**config.mk**
```make
export PLATFORM = sky130hd
export DESIGN_NAME = stream_fifo_flat
export DESIGN_NICKNAME = d
export VERILOG_FILES = /design/src/rtl/fifo_pkg.sv /design/src/rtl/stream_fifo_if.sv /design/src/rtl/stream_fifo_sdp_ram.sv /design/src/rtl/stream_fifo.sv /design/src/flat_wrapper.sv
export SDC_FILE = /design/constraint.sdc
export NUM_CORES = 2
export LEC_CHECK = 0
export ABC_CLOCK_PERIOD_IN_PS = 11900
export BUFFER_PORTS_ARGS = -buffer_cell sky130_fd_sc_hd__clkbuf_2
export CAP_MARGIN = 10
export CORE_MARGIN = 2
export CORE_UTILIZATION = 35
export DETAILED_ROUTE_END_ITERATION = 16
export PLACE_DENSITY = 0.47
export SYNTH_ARGS = -nofsm -noshare
export SYNTH_HDL_FRONTEND = slang
export SYNTH_HIERARCHICAL = 1
export SYNTH_SLANG_ARGS = --single-unit
```
**constraint.sdc**
```tcl
create_clock -name clk -period 11.9 [get_ports clk]
set_clock_uncertainty 0.1 [all_clocks]
set_input_delay 0 -clock clk [delete_from_list [all_inputs] [get_ports clk]]
set_output_delay 0 -clock clk [all_outputs]
set_load 0.01 [all_outputs]
```
**src/rtl/fifo_pkg.sv**
```systemverilog
// Shared constants and helpers for stream_fifo.
// Optional checking is enabled with FIFO_OVERFLOW_CHECK_EN (see stream_fifo.sv).
package fifo_pkg;
    localparam int RAM_RD_LATENCY = 2;
    localparam int PREFETCH_DEPTH = 3;

    function automatic int cnt_width(input int depth);
        return $clog2(depth + 1);
    endfunction
endpackage

```
**src/rtl/stream_fifo_if.sv**
```systemverilog
// Write side, show-ahead read side and status of stream_fifo.
interface stream_fifo_if
    import fifo_pkg::*;
#(
    parameter int WIDTH = 32,
    parameter int DEPTH = 64
);
    localparam int CW = cnt_width(DEPTH);

    logic [WIDTH-1:0] i_data;
    logic             i_wrreq;
    logic             o_full;
    logic             o_almost_full;
    logic [WIDTH-1:0] o_data;
    logic             o_valid;
    logic             i_rdreq;
    logic             o_empty;
    logic             o_almost_empty;
    logic [CW-1:0]    o_usedw;
    logic             o_overflow;
    logic             o_underflow;

    modport master (
        output i_data, i_wrreq, i_rdreq,
        input  o_full, o_almost_full, o_data, o_valid, o_empty,
               o_almost_empty, o_usedw, o_overflow, o_underflow
    );

    modport slave (
        input  i_data, i_wrreq, i_rdreq,
        output o_full, o_almost_full, o_data, o_valid, o_empty,
               o_almost_empty, o_usedw, o_overflow, o_underflow
    );
endinterface

```
**src/rtl/stream_fifo_sdp_ram.sv**
```systemverilog
// Simple-dual-port RAM with registered address stage and output register
// (read latency 2); no read-during-write behaviour is relied upon.
module sdp_ram #(
    parameter int WIDTH = 32,
    parameter int DEPTH = 64,
    parameter int AW    = $clog2(DEPTH)
) (
    input  logic             clk,
    input  logic             we,
    input  logic [AW-1:0]    waddr,
    input  logic [WIDTH-1:0] wdata,
    input  logic             re,
    input  logic [AW-1:0]    raddr,
    output logic [WIDTH-1:0] rdata
);
    logic [WIDTH-1:0] mem [DEPTH];
    logic [WIDTH-1:0] rd_q;
    logic [WIDTH-1:0] rdata_q;

    always_ff @(posedge clk) begin
        if (we) mem[waddr] <= wdata;
        if (re) rd_q <= mem[raddr];
        rdata_q <= rd_q;
    end

    assign rdata = rdata_q;
endmodule

```
**src/rtl/stream_fifo.sv**
```systemverilog
// Show-ahead FIFO: block RAM plus a 3-entry prefetch buffer that hides RAM latency.
// Define FIFO_OVERFLOW_CHECK_EN to build sticky overflow/underflow flags.
module stream_fifo
    import fifo_pkg::*;
#(
    parameter int WIDTH              = 32,
    parameter int DEPTH              = 64,
    parameter int ALMOST_FULL_VALUE  = 1,
    parameter int ALMOST_EMPTY_VALUE = 1
) (
    input logic          clk,
    input logic          rst,
    stream_fifo_if.slave bus
);
    localparam int AW = $clog2(DEPTH);
    localparam int CW = cnt_width(DEPTH);
    localparam logic [CW-1:0] FULL_CNT = CW'(DEPTH);
    localparam logic [CW-1:0] AF_CNT   = CW'(ALMOST_FULL_VALUE);
    localparam logic [CW-1:0] AE_CNT   = CW'(ALMOST_EMPTY_VALUE);

    logic [AW-1:0] wr_ptr_q, wr_ptr_d, rd_ptr_q, rd_ptr_d;
    logic [CW-1:0] usedw_q, usedw_d, ram_cnt_q, ram_cnt_d;
    logic [RAM_RD_LATENCY-1:0] rd_vld_q, rd_vld_d;
    logic [1:0] pf_cnt_q, pf_cnt_d;
    logic [PREFETCH_DEPTH-1:0][WIDTH-1:0] pf_q, pf_d;
    logic valid_q, valid_d, full_q, full_d;
    logic afull_q, afull_d, aempty_q, aempty_d;
    logic wr_acc, rd_acc, rd_issue, push;
    logic [1:0] inflight, push_idx;
    logic [2:0] occ;
    logic [WIDTH-1:0] ram_rdata;

    sdp_ram #(.WIDTH(WIDTH), .DEPTH(DEPTH)) u_ram (
        .clk   (clk),
        .we    (wr_acc && !rst),
        .waddr (wr_ptr_q),
        .wdata (bus.i_data),
        .re    (rd_issue),
        .raddr (rd_ptr_q),
        .rdata (ram_rdata)
    );

    always_comb begin
        wr_acc   = bus.i_wrreq && !full_q;
        rd_acc   = bus.i_rdreq && valid_q;
        push     = rd_vld_q[RAM_RD_LATENCY-1];
        inflight = 2'($countones(rd_vld_q));
        // A pop this cycle frees a slot, so the engine keeps issuing at full rate.
        occ      = 3'(pf_cnt_q) + 3'(inflight) - 3'(rd_acc);
        rd_issue = (ram_cnt_q != '0) && (occ < 3'(PREFETCH_DEPTH));

        wr_ptr_d  = wr_ptr_q + AW'(wr_acc);
        rd_ptr_d  = rd_ptr_q + AW'(rd_issue);
        ram_cnt_d = ram_cnt_q + CW'(wr_acc) - CW'(rd_issue);
        usedw_d   = usedw_q + CW'(wr_acc) - CW'(rd_acc);
        rd_vld_d  = {rd_vld_q[RAM_RD_LATENCY-2:0], rd_issue};

        pf_d = pf_q;
        if (rd_acc) begin
            for (int i = 0; i < PREFETCH_DEPTH - 1; i++) pf_d[i] = pf_q[i+1];
        end
        push_idx = pf_cnt_q - 2'(rd_acc);
        if (push) begin
            for (int i = 0; i < PREFETCH_DEPTH; i++) begin
                if (push_idx == 2'(i)) pf_d[i] = ram_rdata;
            end
        end
        pf_cnt_d = pf_cnt_q - 2'(rd_acc) + 2'(push);

        valid_d  = pf_cnt_d != 2'd0;
        full_d   = usedw_d == FULL_CNT;
        afull_d  = usedw_d >= AF_CNT;
        aempty_d = usedw_d < AE_CNT;
    end

    always_ff @(posedge clk) begin
        if (rst) begin
            wr_ptr_q  <= '0;
            rd_ptr_q  <= '0;
            usedw_q   <= '0;
            ram_cnt_q <= '0;
            rd_vld_q  <= '0;
            pf_cnt_q  <= '0;
            pf_q      <= '0;
            valid_q   <= 1'b0;
            full_q    <= 1'b0;
            afull_q   <= 1'b0;
            aempty_q  <= 1'b1;
        end else begin
            wr_ptr_q  <= wr_ptr_d;
            rd_ptr_q  <= rd_ptr_d;
            usedw_q   <= usedw_d;
            ram_cnt_q <= ram_cnt_d;
            rd_vld_q  <= rd_vld_d;
            pf_cnt_q  <= pf_cnt_d;
            pf_q      <= pf_d;
            valid_q   <= valid_d;
            full_q    <= full_d;
            afull_q   <= afull_d;
            aempty_q  <= aempty_d;
        end
    end

    assign bus.o_data         = pf_q[0];
    assign bus.o_valid        = valid_q;
    assign bus.o_empty        = !valid_q;
    assign bus.o_full         = full_q;
    assign bus.o_almost_full  = afull_q;
    assign bus.o_almost_empty = aempty_q;
    assign bus.o_usedw        = usedw_q;

`ifdef FIFO_OVERFLOW_CHECK_EN
    logic ovf_q, ovf_d, udf_q, udf_d;

    always_comb begin
        ovf_d = ovf_q || (bus.i_wrreq && full_q);
        udf_d = udf_q || (bus.i_rdreq && !valid_q);
    end

    always_ff @(posedge clk) begin
        if (rst) begin
            ovf_q <= 1'b0;
            udf_q <= 1'b0;
        end else begin
            ovf_q <= ovf_d;
            udf_q <= udf_d;
        end
    end

    assign bus.o_overflow  = ovf_q;
    assign bus.o_underflow = udf_q;
`else
    assign bus.o_overflow  = 1'b0;
    assign bus.o_underflow = 1'b0;
`endif
endmodule

```
**src/flat_wrapper.sv**
```systemverilog
// flat-port wrapper written by rule: the top's interface ports become plain ports
module stream_fifo_flat import fifo_pkg::*;
#(
    parameter int WIDTH              = 32,
    parameter int DEPTH              = 64,
    parameter int ALMOST_FULL_VALUE  = 1,
    parameter int ALMOST_EMPTY_VALUE = 1
)
  (clk, rst, bus_i_data, bus_i_wrreq, bus_i_rdreq, bus_o_full, bus_o_almost_full, bus_o_data, bus_o_valid, bus_o_empty, bus_o_almost_empty, bus_o_usedw, bus_o_overflow, bus_o_underflow);
  stream_fifo_if #(.WIDTH(WIDTH), .DEPTH(DEPTH)) bus_i ();
  input logic clk;
  input logic rst;
  input wire logic [$bits(bus_i.i_data)-1:0] bus_i_data;
  input wire logic [$bits(bus_i.i_wrreq)-1:0] bus_i_wrreq;
  input wire logic [$bits(bus_i.i_rdreq)-1:0] bus_i_rdreq;
  output wire logic [$bits(bus_i.o_full)-1:0] bus_o_full;
  output wire logic [$bits(bus_i.o_almost_full)-1:0] bus_o_almost_full;
  output wire logic [$bits(bus_i.o_data)-1:0] bus_o_data;
  output wire logic [$bits(bus_i.o_valid)-1:0] bus_o_valid;
  output wire logic [$bits(bus_i.o_empty)-1:0] bus_o_empty;
  output wire logic [$bits(bus_i.o_almost_empty)-1:0] bus_o_almost_empty;
  output wire logic [$bits(bus_i.o_usedw)-1:0] bus_o_usedw;
  output wire logic [$bits(bus_i.o_overflow)-1:0] bus_o_overflow;
  output wire logic [$bits(bus_i.o_underflow)-1:0] bus_o_underflow;
  assign bus_i.i_data = bus_i_data;
  assign bus_i.i_wrreq = bus_i_wrreq;
  assign bus_i.i_rdreq = bus_i_rdreq;
  assign bus_o_full = bus_i.o_full;
  assign bus_o_almost_full = bus_i.o_almost_full;
  assign bus_o_data = bus_i.o_data;
  assign bus_o_valid = bus_i.o_valid;
  assign bus_o_empty = bus_i.o_empty;
  assign bus_o_almost_empty = bus_i.o_almost_empty;
  assign bus_o_usedw = bus_i.o_usedw;
  assign bus_o_overflow = bus_i.o_overflow;
  assign bus_o_underflow = bus_i.o_underflow;
  stream_fifo #(.WIDTH(WIDTH), .DEPTH(DEPTH), .ALMOST_FULL_VALUE(ALMOST_FULL_VALUE), .ALMOST_EMPTY_VALUE(ALMOST_EMPTY_VALUE)) u_core (.clk(clk), .rst(rst), .bus(bus_i));
endmodule
```
# Word-level counts from Yosys, hierarchy flattened
# Memories as Yosys holds them, arrays and structs flattened. A register that Yosys moved wholly into a read port is not among the register bits.
# Index checks and enable logic that the tools add are counted.
[totals] out_inout_bits=46 wordCells=49 ramBits=2048 n_memories=1 in_bits=36 regBits=162
[memory_table] name="u_core.u_ram.mem" words=64 word_bits=32 read_ports=1 rd_ports_with_merged_regs=1 write_ports=1 line="stream_fifo_sdp_ram.sv:16" source="logic [WIDTH-1:0] mem [DEPTH];"
[classes] add_sub_neg=11 eq_ne=3 n_lt_le_gt_ge=3 n_reduce_logical=11 muxes=6
[op_table] operator="$mux 64" n=2
[op_table] operator="$mux 32" n=2
[op_table] operator="$add 7x1->7" n=2
[op_table] operator="$sub 7x1->7" n=2
[op_table] operator="$add 6x1->6" n=2
[op_table] operator="$eq 7x7->1 const B" n=1
[op_table] operator="$ge 7x1->1 const B" n=1
[op_table] operator="$lt 7x1->1 const B" n=1
[op_table] operator="$reduce_bool 7->1" n=1
[op_table] operator="$logic_and 1x1->1" n=4
[op_table] operator="$add 2x2->3" n=1
[op_table] operator="$logic_not 1->1" n=3
[op_table] operator="$lt 3x2->1 const B" n=1
[op_table] operator="$sub 3x1->3" n=1
[op_table] operator="$add 1x1->2" n=1
[op_table] operator="$add 2x1->2" n=1
[op_table] operator="$eq 2x1->1 const B" n=1
[op_table] operator="$eq 2x2->1 const B" n=1
[op_table] operator="$logic_not 2->1" n=1
[op_table] operator="$mux 1" n=2
[op_table] operator="$reduce_and 2->1" n=1
[op_table] operator="$reduce_bool 2->1" n=1
[op_table] operator="$sub 2x1->2" n=1

# Depth between registers and ports, before layout
[depth] ltp_word=6 mapped_depth=19 mapped_depth_nobuf=18

# By module
# The synthesis kept the hierarchy.
[by_module_without_submodules] mod="sdp_ram" cells_per_inst=3356 n_inst=1 area_per_inst_um2=79476.2
[by_module_without_submodules] mod="stream_fifo" cells_per_inst=734 n_inst=1 area_per_inst_um2=6057.1

# Worst setup path before layout
# Ideal clock, no wire load.
[synth_path] path_kind="register -> register" start="reg u_core.valid_q (netlist: u_core/bus.o_valid)" end="reg u_core.ram_cnt_q[6]" t_arrival_ns=6.502 stages_incl_launch_ff=19 period_less_slack_ns=6.727 path_slack_ns=5.173 setup_time_ns=0.125 n_path_buf=1 cell_sequence="dfxtp_1 > nand2_1 > inv_1 > clkbuf_1 > ha_1 > fa_1 > inv_1 > fa_1 > a221oi_1 > ha_1 > inv_1 > ha_1 > inv_1 > fa_1 > nand2b_1 > a21oi_1 > o21a_1 > or3_1 > nand3_1"
[synth_between] elab_chain_len=5
[synth_rtl] element="from (decl)" line="stream_fifo.sv:26" source="logic valid_q, valid_d, full_q, full_d;"
[synth_rtl] element="from (signal assigned)" line="stream_fifo.sv:97" source="valid_q <= valid_d;"
[synth_rtl] element="$logic_and 1x1->1" line="stream_fifo.sv:45" source="rd_acc = bus.i_rdreq && valid_q;"
[synth_rtl] element="$sub 3x1->3" line="stream_fifo.sv:49" source="occ = 3'(pf_cnt_q) + 3'(inflight) - 3'(rd_acc);"
[synth_rtl] element="$lt 3x2->1" line="stream_fifo.sv:50" source="rd_issue = (ram_cnt_q != '0) && (occ < 3'(PREFETCH_DEPTH));"
[synth_rtl] element="$logic_and 1x1->1" line="stream_fifo.sv:50"
[synth_rtl] element="net u_core.rd_issue" line="stream_fifo.sv:28" source="logic wr_acc, rd_acc, rd_issue, push;"
[synth_rtl] element="$sub 7x1->7" line="stream_fifo.sv:54" source="ram_cnt_d = ram_cnt_q + CW'(wr_acc) - CW'(rd_issue);"
[synth_rtl] element="to (signal assigned)" line="stream_fifo.sv:93" source="ram_cnt_q <= ram_cnt_d;"
[synth_rtl] element="to (decl)" line="stream_fifo.sv:22" source="logic [CW-1:0] usedw_q, usedw_d, ram_cnt_q, ram_cnt_d;"
# The timed path passes the listed nets, and every way through them passes these cells.
# A chain may end at the register's enable or synchronous reset.

# Worst setup path after layout
# Ends and elaborated chain as after synthesis.

==> qor.csv <==
metric,value,unit
status,"complete, no violations",
min_period_over_period,40.3,%
cap_violations,0,
synth_flop_cell,edfxtp_1,
io_buffers,79,
worst_pin_slew,1.25,ns
ant_nets,0,
synth_area_leader_cell,edfxtp_1,
grt_pass1_wl,340000,um
syn_area_per_cell,20.9,um^2
p_sw_share,27.3,%
grt_remaining_overflow,0,
postLayoutCellArea,0.0981,mm^2
slew_headroom,16.5,%
dr.first_iter.drc_count,4705,
drive_gt1_share,26.4,%
initial_core_util,35.2,%
synth_area,0.0855,mm^2
clk_path_buf_depth,3,
place_congestion,0.753,
multiInputGateArea,0.0188,mm^2
async_reset_ff_share,0,%
final_hold_viol_count,0,
htree_num_levels,4,
drt-total-wl,243000,um
ys_ff_latch,2242,
dp_cells,7260,
insertion_delay,0.86,ns
grt_max_degree,125,
antenna_found_initial,18,
maxSlewViolCount,0,
finalCriticalPeriod,4.80,ns
cp_cell_sequence,nand2_2 -> buf_4 -> inv_2 -> ha_1 -> fa_1 -> inv_1 -> fa_1 -> a221oi_4 -> ha_1 -> inv_1 -> ha_1 -> inv_1 -> fa_1 -> nand2b_1 -> a21oi_1 -> o21a_1 -> or3_1 -> nand3_1,
p_per_area,205,mW/mm^2
clk_pin_slew_worst_paths,0.06,ns
cp_max_fo,65,
dieArea,0.248,mm^2
num_rows,181,
regArea,0.0657,mm^2
hold_class,flip-flop to flip-flop,
cpMaxStageDelayCell,buf_4,
die_h,498,um
dp_hpwl,130000,um
cp_data_arrival_time,5.43,ns
whs,0.245,ns
clkPwrFrac,35.2,%
crit_type,flip-flop to flip-flop,
via_per_inst,5.40,
num_io_pins,82,
instances_no_fill,7737,
area_growth,14.7,%
cp-end-kind,flip-flop,
synth_enable_flop_cells,2080,
fmax,208,MHz
p_sw,5.51,mW
netlist_top_cells_area,"edfxtp_1 (73%), mux4_2 (14%), dfxtp_1 (3.8%)",
critPathMaxStageDelay,0.57,ns
setup_violations,0,
fin_tns_setup,0,ns
n_fill_cell,21600,
root_buffer,clkbuf_16,
core,0.243,mm^2
dr.pass1.iters,6,
clkSinkCount,2242,
synth_cells,4090,
seqPwrFrac,45.9,%
cp.required,12.53,ns
start_kind,flip-flop,
post_cts_buffers,0,
synth_top_area_share,73.0,%
internal-power,14.6,mW
critPathTopFamily,adder cells,
drc_errors,0,
ir_drop,0.147,mV
synth_warnings,6,
comb_power_share,18.9,%
grt_pass1_vias,42300,
place_area,0.0903,mm^2
vias,41700,
ys_seq_area_share,76.8,%
cts_made_buffers,233,
leakagePower,29.9,nW
p_total,20.2,mW
yosysUniqueCellTypes,61,
grt_use_total,19.4,%
crit_buf_inv,5,
die_w,498,um
nets,4394,
post_drt_wl_per_cell,31.3,um
rsz0062_at_grt,no,
tritoncts,yes,
==> repair_timing <==
| action | CTS | global route |
|---|---|---|
| endpoints found under the setup margin | 0 | 0 |
| endpoints found under the hold margin | 2161 | 0 |
| hold buffers | 38 | 0 |
| gates resized for setup | 0 | 0 |
==> power groups by stage <==
stage	sequential [mW]	combinational (mW)	clock [mW]
floorplan	9.17	2.73	0
global placement	9.41	3.91	0
detailed placement	9.41	3.90	0
CTS	9.24	3.93	7.26
global route	9.26	4.12	7.56
finish	9.24	3.81	7.10
==> cell usage in the layout (no fill, tap or decap), types with 52 or more instances in the layout <==
master,n
clkbuf_2,78
nor2_4,62
a311oi_1,67
nand2_1,221
buf_4,145
o22ai_1,84
clkinv_1,52
edfxtp_1,2080
mux2i_1,93
a21oi_1,98
dfxtp_1,157
clkbuf_16,238
nor2_1,160
mux4_2,544
clkbuf_1,54
==> kinds of logic (layout without fill, tap and decap cells) <==
kind of cell             count (synthesis)  in the layout  synth area share, %
adder cells (fa/ha/maj)                 27             27                0.430
buffers and inverters                  293            731                 1.77
flip-flops                            2242           2242                 76.8
multiplexers                           637            637                 15.4
XOR/XNOR                                19             19                0.203
AND/OR/NAND/NOR                        553            553                 2.80
other                                    1              8              0.00438
AO/OA/AOI/OAI                          318            318                 2.56
==> layout make-up <==
class	count	area share [%]
Tap cell	3202	4.08
Inverter	31	0.119
Sequential cell	2242	67.0
Antenna cell	6	0.0153
Timing Repair Buffer	267	2.02
Multi-Input combinational cell	1556	19.2
Clock buffer	306	6.46
Clock inverter	127	1.12
==> metrics by stage <==
stage	setup WS [ns]	util (%)
after floorplan	5.17	-
after global placement	6.91	37.1
after detailed placement	6.97	37.1
after CTS	6.99	40.3
after global routing	6.73	40.3
final	7.10	40.3
==> routing by layer <==
metal / vias to the layer above / part of all wire (%) / track usage [%]
met5: - / 0.015 / 0
met4: 6 / 1.8 / 4.21
met3: 271 / 5.2 / 2.79
met2: 1195 / 50 / 32.4
met1: 22900 / 43 / 27.0
li1: 17400 / - / -
==> state kept, by name, indices dropped and copies added, names as in the netlist <==
signal,flops
u_core/bus.o_usedw,7
u_core/pf_q,64
u_core/bus.o_almost_empty,1
u_core/bus.o_almost_full,1
u_core/bus.o_valid,1
u_core/rd_ptr_q,6
u_core/ram_cnt_q,7
u_core/u_ram/rdata,32
u_core/wr_ptr_q,6
u_core/rd_vld_q,2
u_core/bus.o_full,1
u_core/u_ram/rd_q,32
u_core/bus.o_data,32
u_core/u_ram/mem,2048
u_core/pf_cnt_q,2
==> synthesized netlist by cell type, types with 7 or more instances <==
| library cell | count |
|---|---|
| edfxtp_1 | 2080 |
| mux4_2 | 544 |
| nand2_1 | 222 |
| nor2_1 | 222 |
| dfxtp_1 | 162 |
| clkbuf_1 | 100 |
| a21oi_1 | 98 |
| mux2i_1 | 93 |
| o22ai_1 | 84 |
| a311oi_1 | 68 |
| buf_2 | 65 |
| buf_4 | 63 |
| inv_1 | 31 |
| o221ai_1 | 27 |
| ha_1 | 23 |
| nor2b_1 | 23 |
| buf_1 | 21 |
| nand3_1 | 14 |
| buf_6 | 13 |
| a22oi_1 | 12 |
| nor3_1 | 11 |
| nand2b_1 | 10 |
| xnor2_1 | 9 |
| xor2_1 | 9 |
| nand3b_1 | 7 |
==> path summary, 6_finish.rpt <==
kind / startpoint / endpoint / slack [ns] / cells after the start
setup / recovery: u_core/bus.o_valid$_SDFF_PP0_ / u_core/ram_cnt_q[6]$_SDFF_PP0_ / 7.10 / 18
hold / removal: u_core/u_ram/rd_q[17]$_DFFE_PP_ / u_core/u_ram/rdata[17]$_DFF_P_ / 0.24 / 0
setup reg to reg: u_core/bus.o_valid$_SDFF_PP0_ / u_core/ram_cnt_q[6]$_SDFF_PP0_ / 7.10 / 18
hold reg to reg: u_core/u_ram/rd_q[17]$_DFFE_PP_ / u_core/u_ram/rdata[17]$_DFF_P_ / 0.24 / 0
Power figures use the tool's default switching activity.
